--- src/rtl/tlb_refill_ctrl.sv ---
// rtl/tlb_refill_ctrl.sv - hardware TLB refill walker for a single-level page table
// Reads the PTE for a user-mode miss and either writes the TLB or raises a page fault.
module tlb_refill_ctrl #(
   parameter int VPN_WIDTH = 20,
   parameter int PPN_WIDTH = 20,
   parameter int TIMEOUT   = 64
) (
   input  logic                 clock,
   input  logic                 reset,
   input  logic                 tlb_miss_i,
   input  logic                 privilege_i,
   input  logic [VPN_WIDTH-1:0] miss_vpn_i,
   input  logic [31:0]          ptbr_i,
   output logic                 mem_req_o,
   output logic [31:0]          mem_addr_o,
   input  logic                 mem_ack_i,
   input  logic [31:0]          mem_data_i,
   output logic [VPN_WIDTH-1:0] w_virtual_page_o,
   output logic [PPN_WIDTH-1:0] w_phys_page_o,
   output logic                 write_enable_o,
   output logic                 busy_o,
   output logic                 fault_o,
   output logic [VPN_WIDTH-1:0] fault_vpn_o,
   input  logic                 fault_clear_i
);

   localparam int                CNT_W   = $clog2(TIMEOUT);
   localparam logic [CNT_W-1:0]  CNT_MAX = CNT_W'(TIMEOUT - 1);

   typedef enum logic [2:0] {
      S_IDLE,
      S_REQ,
      S_WRITE,
      S_SETTLE,
      S_FAULT
   } state_t;

   state_t               state_q, state_d;
   logic [VPN_WIDTH-1:0] vpn_q, vpn_d;
   logic [CNT_W-1:0]     cnt_q, cnt_d;
   logic [VPN_WIDTH-1:0] w_vpn_q, w_vpn_d;
   logic [PPN_WIDTH-1:0] w_ppn_q, w_ppn_d;
   logic [VPN_WIDTH-1:0] fault_vpn_q, fault_vpn_d;
   logic                 mem_req_q;
   logic                 we_q;
   logic                 busy_q;
   logic                 fault_q;
   logic                 unused_pte_bits;

   // Only the valid bit and the PPN field of the PTE carry meaning.
   assign unused_pte_bits = ^mem_data_i;

   always_comb begin
      state_d     = state_q;
      vpn_d       = vpn_q;
      cnt_d       = cnt_q;
      w_vpn_d     = w_vpn_q;
      w_ppn_d     = w_ppn_q;
      fault_vpn_d = fault_vpn_q;
      case (state_q)
         S_IDLE: begin
            if (tlb_miss_i && !privilege_i) begin
               vpn_d   = miss_vpn_i;
               cnt_d   = '0;
               state_d = S_REQ;
            end
         end
         S_REQ: begin
            // An ack in the final timeout cycle still completes the walk.
            if (mem_ack_i) begin
               if (mem_data_i[31]) begin
                  w_vpn_d = vpn_q;
                  w_ppn_d = mem_data_i[PPN_WIDTH-1:0];
                  state_d = S_WRITE;
               end else begin
                  fault_vpn_d = vpn_q;
                  state_d     = S_FAULT;
               end
            end else if (cnt_q == CNT_MAX) begin
               fault_vpn_d = vpn_q;
               state_d     = S_FAULT;
            end else begin
               cnt_d = cnt_q + 1'b1;
            end
         end
         S_WRITE:  state_d = S_SETTLE;
         S_SETTLE: state_d = S_IDLE;
         S_FAULT: begin
            if (fault_clear_i) begin
               state_d = S_IDLE;
            end
         end
         default:  state_d = S_IDLE;
      endcase
   end

   // Outputs are registered from the next state so they line up with state_q.
   always_ff @(posedge clock or negedge reset) begin
      if (!reset) begin
         state_q     <= S_IDLE;
         vpn_q       <= '0;
         cnt_q       <= '0;
         w_vpn_q     <= '0;
         w_ppn_q     <= '0;
         fault_vpn_q <= '0;
         mem_req_q   <= 1'b0;
         we_q        <= 1'b0;
         busy_q      <= 1'b0;
         fault_q     <= 1'b0;
      end else begin
         state_q     <= state_d;
         vpn_q       <= vpn_d;
         cnt_q       <= cnt_d;
         w_vpn_q     <= w_vpn_d;
         w_ppn_q     <= w_ppn_d;
         fault_vpn_q <= fault_vpn_d;
         mem_req_q   <= (state_d == S_REQ);
         we_q        <= (state_d == S_WRITE);
         busy_q      <= (state_d == S_REQ) || (state_d == S_WRITE) || (state_d == S_SETTLE);
         fault_q     <= (state_d == S_FAULT);
      end
   end

   // The base register is not captured, so the address follows ptbr_i live.
   assign mem_addr_o       = mem_req_q ? (ptbr_i + 32'({vpn_q, 2'b00})) : 32'h0;
   assign mem_req_o        = mem_req_q;
   assign write_enable_o   = we_q;
   assign w_virtual_page_o = w_vpn_q;
   assign w_phys_page_o    = w_ppn_q;
   assign busy_o           = busy_q;
   assign fault_o          = fault_q;
   assign fault_vpn_o      = fault_vpn_q;

endmodule

--- config.mk ---
export PLATFORM = sky130hd
export DESIGN_NAME = tlb_refill_ctrl
export DESIGN_NICKNAME = d
export VERILOG_FILES = /design/src/rtl/tlb_refill_ctrl.sv
export SDC_FILE = /design/constraint.sdc
export NUM_CORES = 1
export LEC_CHECK = 0
export CORE_ASPECT_RATIO = 1.25
export CORE_MARGIN = 4
export CORE_UTILIZATION = 43
export DETAILED_ROUTE_END_ITERATION = 12
export PLACE_DENSITY = 0.83
export SLEW_MARGIN = 20
export SYNTH_ARGS = -nofsm -noshare
export SYNTH_HDL_FRONTEND = slang
export SYNTH_SLANG_ARGS = --single-unit
--- constraint.sdc ---
create_clock -name clock -period 3.3 [get_ports clock]
set_input_delay 0.33 -clock clock [delete_from_list [all_inputs] [get_ports clock]]
set_output_delay 0.33 -clock clock [all_outputs]
set_load 0.05 [all_outputs]
# Yosys cells after proc, flatten, opt, wreduce, memory -nomap -nowiden

Cells that the tools add are included.

Equality and inequality tests: 12
$add $sub $neg: 2
Reductions and logical operators: 11
Mux-type cells: 14

Operators by type and width:

| cell                | number |
|---|---|
| $mux 20             | 3 |
| $add 32x22->32      | 1 |
| $mux 32             | 1 |
| $mux 6              | 3 |
| $mux 3              | 5 |
| $pmux 3 s4          | 1 |
| $pmux 6 s2          | 1 |
| $eq 3x2->1 const B  | 3 |
| $ne 2x2->1 const B  | 4 |
| $add 6x1->6 const B | 1 |
| $eq 3x1->1 const B  | 2 |
| $eq 3x3->1 const B  | 2 |
| $eq 6x6->1 const B  | 1 |
| $reduce_and 3->1    | 2 |
| $reduce_and 4->1    | 1 |
| $reduce_bool 2->1   | 2 |
| $logic_not 3->1     | 1 |
| $logic_or 1x1->1    | 2 |
| $reduce_and 2->1    | 1 |
| $logic_and 1x1->1   | 1 |
| $logic_not 1->1     | 1 |

Register bits after elaboration: 93
Logic and storage cells: 49

# Longest topological paths before layout

Gate-level depths: netlist of run 1.

Depth in word-level cells: 7
Depth in mapped cells: 9
Gate-level depth less buffers: 9

# Least setup slack after synthesis of run 1

No wires, ideal clock.

Path type: register -> output
Start point: register vpn_q[0]
End point: output mem_addr_o[28]
Required time: 2,970 ps
Slack: 13 ps
Buffers on the path: 0
Arrival: 2,957 ps
Stages on the path, launching flop included: 10
Cell sequence: dfrtp_1 > ha_1 > inv_1 > fa_1 > and2b_1 > o2111ai_2 > a211oi_4 > nor4b_2 > or4_1 > a21oi_1

Longest elaborated chain between the ends: 2

Ends and longest elaborated chain:

| item                   | line | source |
|---|---|---|
| from (decl)            | 39   | `logic [VPN_WIDTH-1:0] vpn_q, vpn_d;` |
| from (signal assigned) | 112  | `vpn_q <= vpn_d;` |
| $add 32x22->32         | 125  | `assign mem_addr_o = mem_req_q ? (ptbr_i + 32'({vpn_q, 2'b00})) : 32'h0;` |
| $mux 32                | 125  |  |
| to (decl)              | 15   | `output logic [31:0] mem_addr_o,` |

Every way passes these cells.

# Worst setup path after layout of run 1

Start point: register vpn_q[0]
End point: output mem_addr_o[26]

Same word-level chain as after synthesis.

==> results summary, run 1 <==
The post-synthesis async set-or-reset flop share came out at 100%. Clock tree synthesis selected as its root buffer the cell clkbuf_16. Clock latency on the worst-skew pair, taken at its later pin, is 0.34 ns. The antenna violation net count after detailed routing came out at 0. The number of max-cap violations came out at 0. The buffer levels on the longest clock path is 2.

The library cells used most frequently in the layout, excluding fill and tap cells, are 146 x clkdlybuf4s50_1, 93 x dfrtp_1, 80 x mux2_2. The number of detailed-routing iterations run before antenna repair is 4. The count of yosys warnings during synthesis is 0.

The slew at the pin closest to its max-slew limit came out at 0.694 ns. The TritonCTS sink count is 93. The setup TNS after final layout came out at -0.000490 ns. The analysis attributes to cell leakage a power of 3.37 nW. The share of the Yosys chip area taken by registers is 44.8%.

In this run the count of I/O pins placed on the die edge is 186. The flow ran to the end, but the final reports show violations. The via count of the first global-routing pass is 4848. In this run the worst path has a maximum fanout of 3. The register bit count reported by yosys is 93. The half-perimeter wire length after detailed placement is 12000 um. In the post-route analysis, the smallest setup slack over all paths is -0.000490 ns. The global-route usage over all layers is 22.8%. The core area is 11700 um2.

The endpoint kind of the worst setup timing path is a primary output. The total length of routed wires came out at 15700 um. For this run, the leading register cell type out of synthesis is dfrtp_1.

The final reports fail on negative setup slack. The cell row count is 44. The final setup violation count is 1. The final route contains 4572 vias. The worst hold path belongs to the class in2async. The worst max-slew margin expressed relative to the limit is 53.5%. The effective utilization at floorplan is 44.3%.

Routability-driven placement finished with a final weighted congestion of 0.941. Derived from the worst setup path, the maximum achievable clock frequency is 303 MHz. Setup repair after global routing could not meet its margin everywhere. After detailed routing, the number of remaining DRC violations is 0. The die covers 13900 um2. Summed over all instances, the cell type with the most area after synthesis is dfrtp_1. The die height came out at 131 um.

The total overflow left after global routing is 0. STA puts the critical path data required time at 2.97 ns. The die boundary width came out at 106 um. STA classifies the critical path startpoint as a flop.

The kind of critical path is reg2out. The hold violation total from the final report is 0. The number of DRC markers after the initial detailed-route iteration came out at 189. The area taken by flip-flops and latches came out at 2330 um2. The count of buffers added on input and output ports is 174.

The number of nets produced by synthesis came out at 581. The clock arrives with 0.0103 ns of skew. The maximum vdd ir drop is 778 uV.

The TritonCTS buffer count is 9. The shortest period the worst path allows is 3.30 ns. By area the synthesized netlist is led by dfrtp_1 45%, mux2_2 17%, ha_1 5.1%. The relative area change from synthesis to final layout is 56.7%. The H-tree depth is 3. The CTS tree is yes. The number of nets at the end of the flow is 779. In the synthesized netlist, the number of instances is 469. The library cell used most frequently in the layout, excluding fill and tap cells, is clkdlybuf4s50_1. The post-synthesis area per instance came out at 11.1 um2. Dividing the detail-routed wire length by the instance count gives 18.8 um. Yosys mapped a number of flops with a built-in enable equal to 0. The final period utilization came out at 100%. The multi-input combinational cell area is 2960 um2.

The endpoint arrival time on the critical path is 2.97 ns. Cells with a size suffix above 1 make up 31.3% of the layout. The first global-routing pass estimated 25100 um of wire. The fill cell instance count of the final layout is 822. The power per cell area came out at 1180 nW/um2. Entering global routing, the biggest net connects 81 pins. The number of max-slew violations in the final report came out at 0. Measured on the finished design, the core utilization comes to 69.5%. The vias per cell came out at 5.49. The initial antenna violation count came out at 0. The diode insertion count for antenna repair came out at 0. The post-synth design cell area is 5200 um2. The proportion of netlist area held by the largest area contributor is 44.8%.

The clock-pin transition on the worst setup and hold timing paths came out at 0.07 ns. The number of distinct library cells after synthesis came out at 60.
==> layer usage <==
metal | share of wire (%) | wire [um] | GRT usage (%)
met4 | 3.9 | 615 | 10.3
met3 | 7.2 | 1130 | 6.29
met2 | 51 | 8080 | 40.4
met1 | 37 | 5870 | 25.7
met5 | 0 | 0 | 0
==> final cells by class <==
type / count / share of cell area [%]
clock buffer: 11 / 2.98
tap: 161 / 2.47
sequential: 93 / 28.6
inverter: 13 / 0.599
timing repair buffer: 206 / 27.7
multi-input combinational: 344 / 36.3
clock inverter: 5 / 1.32
==> per-stage QoR <==
step / power, mW / setup slack, ns / hold WS, ns / cells / cell area, um2
after floorplan: 5.85 / 0.0135 / 0.0344 / 469 / 5200
after global placement: 7.97 / -0.0884 / 0.490 / 812 / 7510
after detailed placement: 8.14 / -0.180 / 0.495 / 812 / 7510
after CTS: 9.52 / -0.00281 / 0.189 / 831 / 7990
after global routing: 10.1 / -0.129 / 0.442 / 833 / 8140
final: 9.62 / -0.000490 / 0.407 / 833 / 8140
==> synth_stat cells (4+ instances only) <==
library cell  count
mux2_2           80
ha_1             21
xor2_1            6
nand2_1          41
nand3_1          10
a21oi_2           4
dfrtp_1          93
or3_1             4
and3_1            4
o21ai_0           9
and2_1            6
o21ai_1           5
mux2i_1           7
and4_1            4
nor3_1            9
a21oi_1          19
xnor2_1           5
clkbuf_1         11
nor2_1           24
buf_2             7
nand2b_1         12
inv_1            13
nand4_1           8
a211oi_1          4
o31ai_1           4
a21o_1            6
==> what timing repair did <==
item | CTS | global route
resized for setup | 24 | 23
hold buffers | 0 | 1
setup buffers | 3 | 0
endpoints found under the hold margin | 0 | 18
pin swaps | 3 | 9
setup endpoints to repair | 10 | 17
==> final timing paths <==
path                            cells past startpoint  slack, ns       startpoint                    to
worst min-delay path                                2       0.41            reset              vpn_q[2]
worst max-delay path                               12    -0.0005         vpn_q[0]        mem_addr_o[26]
worst max register to register                      5       1.10       state_q[1]        fault_vpn_o[4]
worst min register to register                      1       0.50  fault_vpn_o[13]       fault_vpn_o[13]
min in group clock                                  1       0.50  fault_vpn_o[13]       fault_vpn_o[13]
max in group asynchronous                           4       2.07            reset  w_virtual_page_o[17]
==> cells by family (layout without fill, tap and decap cells) <==
family | Yosys count | in the layout | synth area share (%)
compound gates | 83 | 83 | 12.0
flops | 93 | 93 | 44.8
fa+ha+maj | 22 | 22 | 5.44
xor+xnor | 11 | 11 | 1.85
simple gates | 141 | 141 | 14.7
buf+inv | 32 | 235 | 2.55
mux | 87 | 87 | 18.7
==> critical path, cell delays in order, from the launching register on <==
cell and delay (ns):
dfrtp_1 0.41, ha_2 0.20, inv_2 0.06, fa_2 0.19, and2b_2 0.24, o2111ai_4 0.26
buf_6 0.14, nand4b_1 0.14, a221oi_4 0.31, buf_6 0.16, o22ai_4 0.06, mux2i_1 0.16
bufbuf_16 0.29
==> flip-flops by register name, summed over array words and instances, names as in the netlist <==
signal / cells
busy_o: 1
cnt_q: 6
fault_o: 1
fault_vpn_o: 20
mem_req_o: 1
state_q: 3
vpn_q: 20
w_phys_page_o: 20
w_virtual_page_o: 20
write_enable_o: 1
==> where the power goes <==
| part | leakage (nW) | switching, mW | internal [mW] | total (mW) |
|---|---|---|---|---|
| Combinational | 2.07 | 3.80 | 2.54 | 6.33 |
| Clock | 0.170 | 0.418 | 0.764 | 1.18 |
| Sequential | 1.14 | 0.423 | 1.69 | 2.11 |
| Total | 3.37 | 4.64 | 4.98 | 9.62 |
No activity file was read; power rests on OpenSTA's default activity.
==> run 2: changes to the inputs <==
- ABC_CLOCK_PERIOD_IN_PS: default -> 3300
- MAX_ROUTING_LAYER: default -> met4
==> results summary, run 2 (same netlist as run 1, synthesis figures left out) <==
Result of the run: complete, but fails checks (unchanged). Failing checks: negative setup slack (unchanged). The number of primary I/O pins came out at 186 (unchanged). The vias per cell came out at 5.40 (was 5.49).

The critical path's slowest cell is dfrtp_1 (unchanged). The register-to-register path setup slack is 1.05 ns (was 1.10 ns). The relative area change from synthesis to final layout came out at 55.0% (was 56.7%). The worst hold path class is in2async (unchanged). The die area is 13900 um2 (unchanged). The buffer levels on the longest clock path is 2 (unchanged). The reported net switching power came to 4.57 mW (was 4.64 mW). The final period utilization is 101% (was 100%). The total length of routed wires came out at 15300 um (was 15700 um). The multi-input combinational cell area is 2930 um2 (was 2960 um2). The largest stage delay on the critical path came out at 0.39 ns (was 0.41 ns).

The number of remaining DRC errors came to 0 (unchanged). The number of vias after detailed routing came to 4518 (was 4572). The effective utilization at floorplan is 44.3% (unchanged). RSZ-0062 raised after global routing: true (unchanged). The cell leakage power is 3.36 nW (was 3.37 nW). The TritonCTS sink count came out at 93 (unchanged).

The critical-path maximum fanout came to 3 (unchanged). The worst setup slack after layout came out at -0.0217 ns (was -0.000490 ns). The shortest period the worst path allows was 3.32 ns (was 3.30 ns). The CTS tree is yes (unchanged). The number of buffers and inverters on the critical path came out at 3 (was 4). The number of cells on the worst reg-to-reg path was 5 (unchanged).

The number of max-slew violations in the final report is 0 (unchanged). The hold violation total from the final report is 0 (unchanged). The number of buffer cells added on primary ports came to 174 (unchanged). The kind of critical path is reg2out (unchanged). The largest net degree at the start of global routing came to 81 (unchanged). The diode insertion count for antenna repair came out at 0 (unchanged). The clock root buffer is clkbuf_16 (unchanged). The H-tree depth is 3 (unchanged). The category of the worst setup path launch point is a flop (unchanged). The area taken by flip-flops and latches is 2330 um2 (unchanged). The total placed cells including tap cells is 811 (was 812). The design internal power is 4.83 mW (was 4.98 mW). The global-route usage over all layers came out at 22.7% (was 22.8%).

The cell row count is 44 (unchanged). The die height is 131 um (unchanged). The antenna violation net count after detailed routing is 0 (unchanged). The power per cell area is 1170 nW/um2 (was 1180 nW/um2). The clock power share came out at 10.7% (was 12.3%).

The core area came out at 11700 um2 (unchanged). The most frequent standard cell in the layout excluding fill and tap cells was clkdlybuf4s50_1 (unchanged). The number of non-filler instances in the completed layout came out at 836 (was 833).

The final setup violation count is 1 (unchanged). The clock skew came to 0.00579 ns (was 0.0103 ns). The number of detailed-routing iterations run before antenna repair is 4 (unchanged). The part of the total power dissipated in sequential elements was 22.4% (was 21.9%). The number of DRC markers after the initial detailed-route iteration is 200 (was 189). The clock-pin transition on the worst setup and hold timing paths is 0.06 ns (was 0.07 ns). The initial antenna violation count came out at 0 (unchanged).

The half-perimeter wire length after detailed placement is 11800 um (was 12000 um). The first element of the critical path is vpn_q[0] (unchanged). The power share of the combinational group is 66.9% (was 65.8%).

The required time of the worst setup path is 2.97 ns (about the same). The terminus of the critical flop-to-flop path is fault_vpn_o[8] (was fault_vpn_o[4]). The final hold slack is 0.468 ns (was 0.407 ns). The die boundary width is 106 um (unchanged). Top library cells by usage in the layout, fill and taps aside: 146 x clkdlybuf4s50_1, 93 x dfrtp_1, 80 x mux2_2 (unchanged).

Cell-by-cell listing of the critical path: ha_2 -> inv_2 -> fa_2 -> and2b_2 -> o2111ai_4 -> nand4b_1 -> a221oi_4 -> buf_4 -> o31ai_2 -> mux2i_1 -> buf_12 (was ha_2 -> inv_2 -> fa_2 -> and2b_2 -> o2111ai_4 -> buf_6 -> nand4b_1 -> a221oi_4 -> buf_6 -> o22ai_4 -> mux2i_1 -> bufbuf_16). The detailed-route wire length per cell was 18.3 um (was 18.8 um). The critical register-to-register path startpoint is state_q[1] (unchanged). The TritonCTS buffer count was 9 (unchanged). The highest attainable clock frequency is 301 MHz (was 303 MHz). The routability-driven placement congestion ratio came out at 0.930 (was 0.941). The via count of the first global-routing pass is 4860 (was 4848). The worst max-slew margin expressed relative to the limit came out at 52.6% (was 53.5%).

The insertion delay of the later-clocked pin in the worst-skew pair is 0.33 ns (was 0.34 ns). The endpoint kind of the worst setup timing path is a primary output (unchanged). The fill cell instance count of the final layout is 818 (was 822).

The maximum vdd ir drop came out at 818 uV (was 778 uV). The slew at the pin closest to its max-slew limit came out at 0.708 ns (was 0.694 ns). The first-pass GRT wire length is 24200 um (was 25100 um). The endpoint arrival time on the critical path came out at 2.99 ns (was 2.97 ns). The global route total overflow came to 0 (unchanged).

The kind of cell adding the most delay to the critical path is adder cells (was buffers and inverters). The final core area utilization is 68.7% (was 69.5%). The switching power as a share of total power came to 48.6% (was 48.2%).

The share of post-route cells with drive strength above 1 came out at 30.8% (was 31.3%). The number of nets at the end of the flow came out at 782 (was 779). The number of max-cap violations came out at 0 (unchanged).
==> run 2: power groups by stage <==
| stage | combinational [mW] | sequential (mW) | clock (mW) |
|---|---|---|---|
| after floorplan | 2.50 | 3.34 | 0 |
| after global placement | 5.90 | 2.07 | 0 |
| after detailed placement | 6.01 | 2.12 | 0 |
| after CTS | 6.13 | 2.10 | 1.02 |
| after global routing | 6.63 | 2.17 | 1.07 |
| final | 6.29 | 2.11 | 1.00 |
==> run 2: cell type report <==
type                            count  area share [%]
Clock inverter                      4           0.590
Tap cell                          161            2.50
Sequential cell                    93            28.9
Timing Repair Buffer              209            28.0
Inverter                           13           0.606
Clock buffer                       12            3.06
Multi-Input combinational cell    344            36.3
==> run 2: layer usage <==
metal  part of all wire [%]  track usage, %
met3                    5.8            4.47
met5                      0               -
met4                    3.3            8.92
met1                     38            24.7
met2                     53            40.8
==> run 2: worst max path at each step <==
stage | endpoint | slack [ns] | cells after the start
after CTS | mem_addr_o[24] | -0.01 | 11
after global routing | mem_addr_o[28] | -0.10 | 10
after floorplan | mem_addr_o[28] | 0.01 | 9
after global placement | mem_addr_o[28] | -0.08 | 11
final | mem_addr_o[18] | -0.02 | 11
after detailed placement | mem_addr_o[28] | -0.12 | 11
==> run 2: per-stage QoR <==
step / setup slack, ns / total power [mW] / TNS (ns) / cell area [um2]
6_report: -0.0217 / 9.40 / -0.0217 / 8060
3_5_place_dp: -0.116 / 8.13 / -0.223 / 7500
4_1_cts: -0.0144 / 9.25 / -0.0273 / 7870
5_1_grt: -0.101 / 9.87 / -0.538 / 8060
3_3_place_gp: -0.0828 / 7.97 / -0.138 / 7500
2_1_floorplan: 0.0135 / 5.85 / 0 / 5200
==> run 2: what timing repair did <==
action                                  4_1_cts  5_1_grt
buffers inserted                              3        4
gates resized for setup                      12       25
endpoints found under the hold margin         0       27
endpoints found under the setup margin        8       17
hold buffers                                  0        1
pin swaps                                     4        7
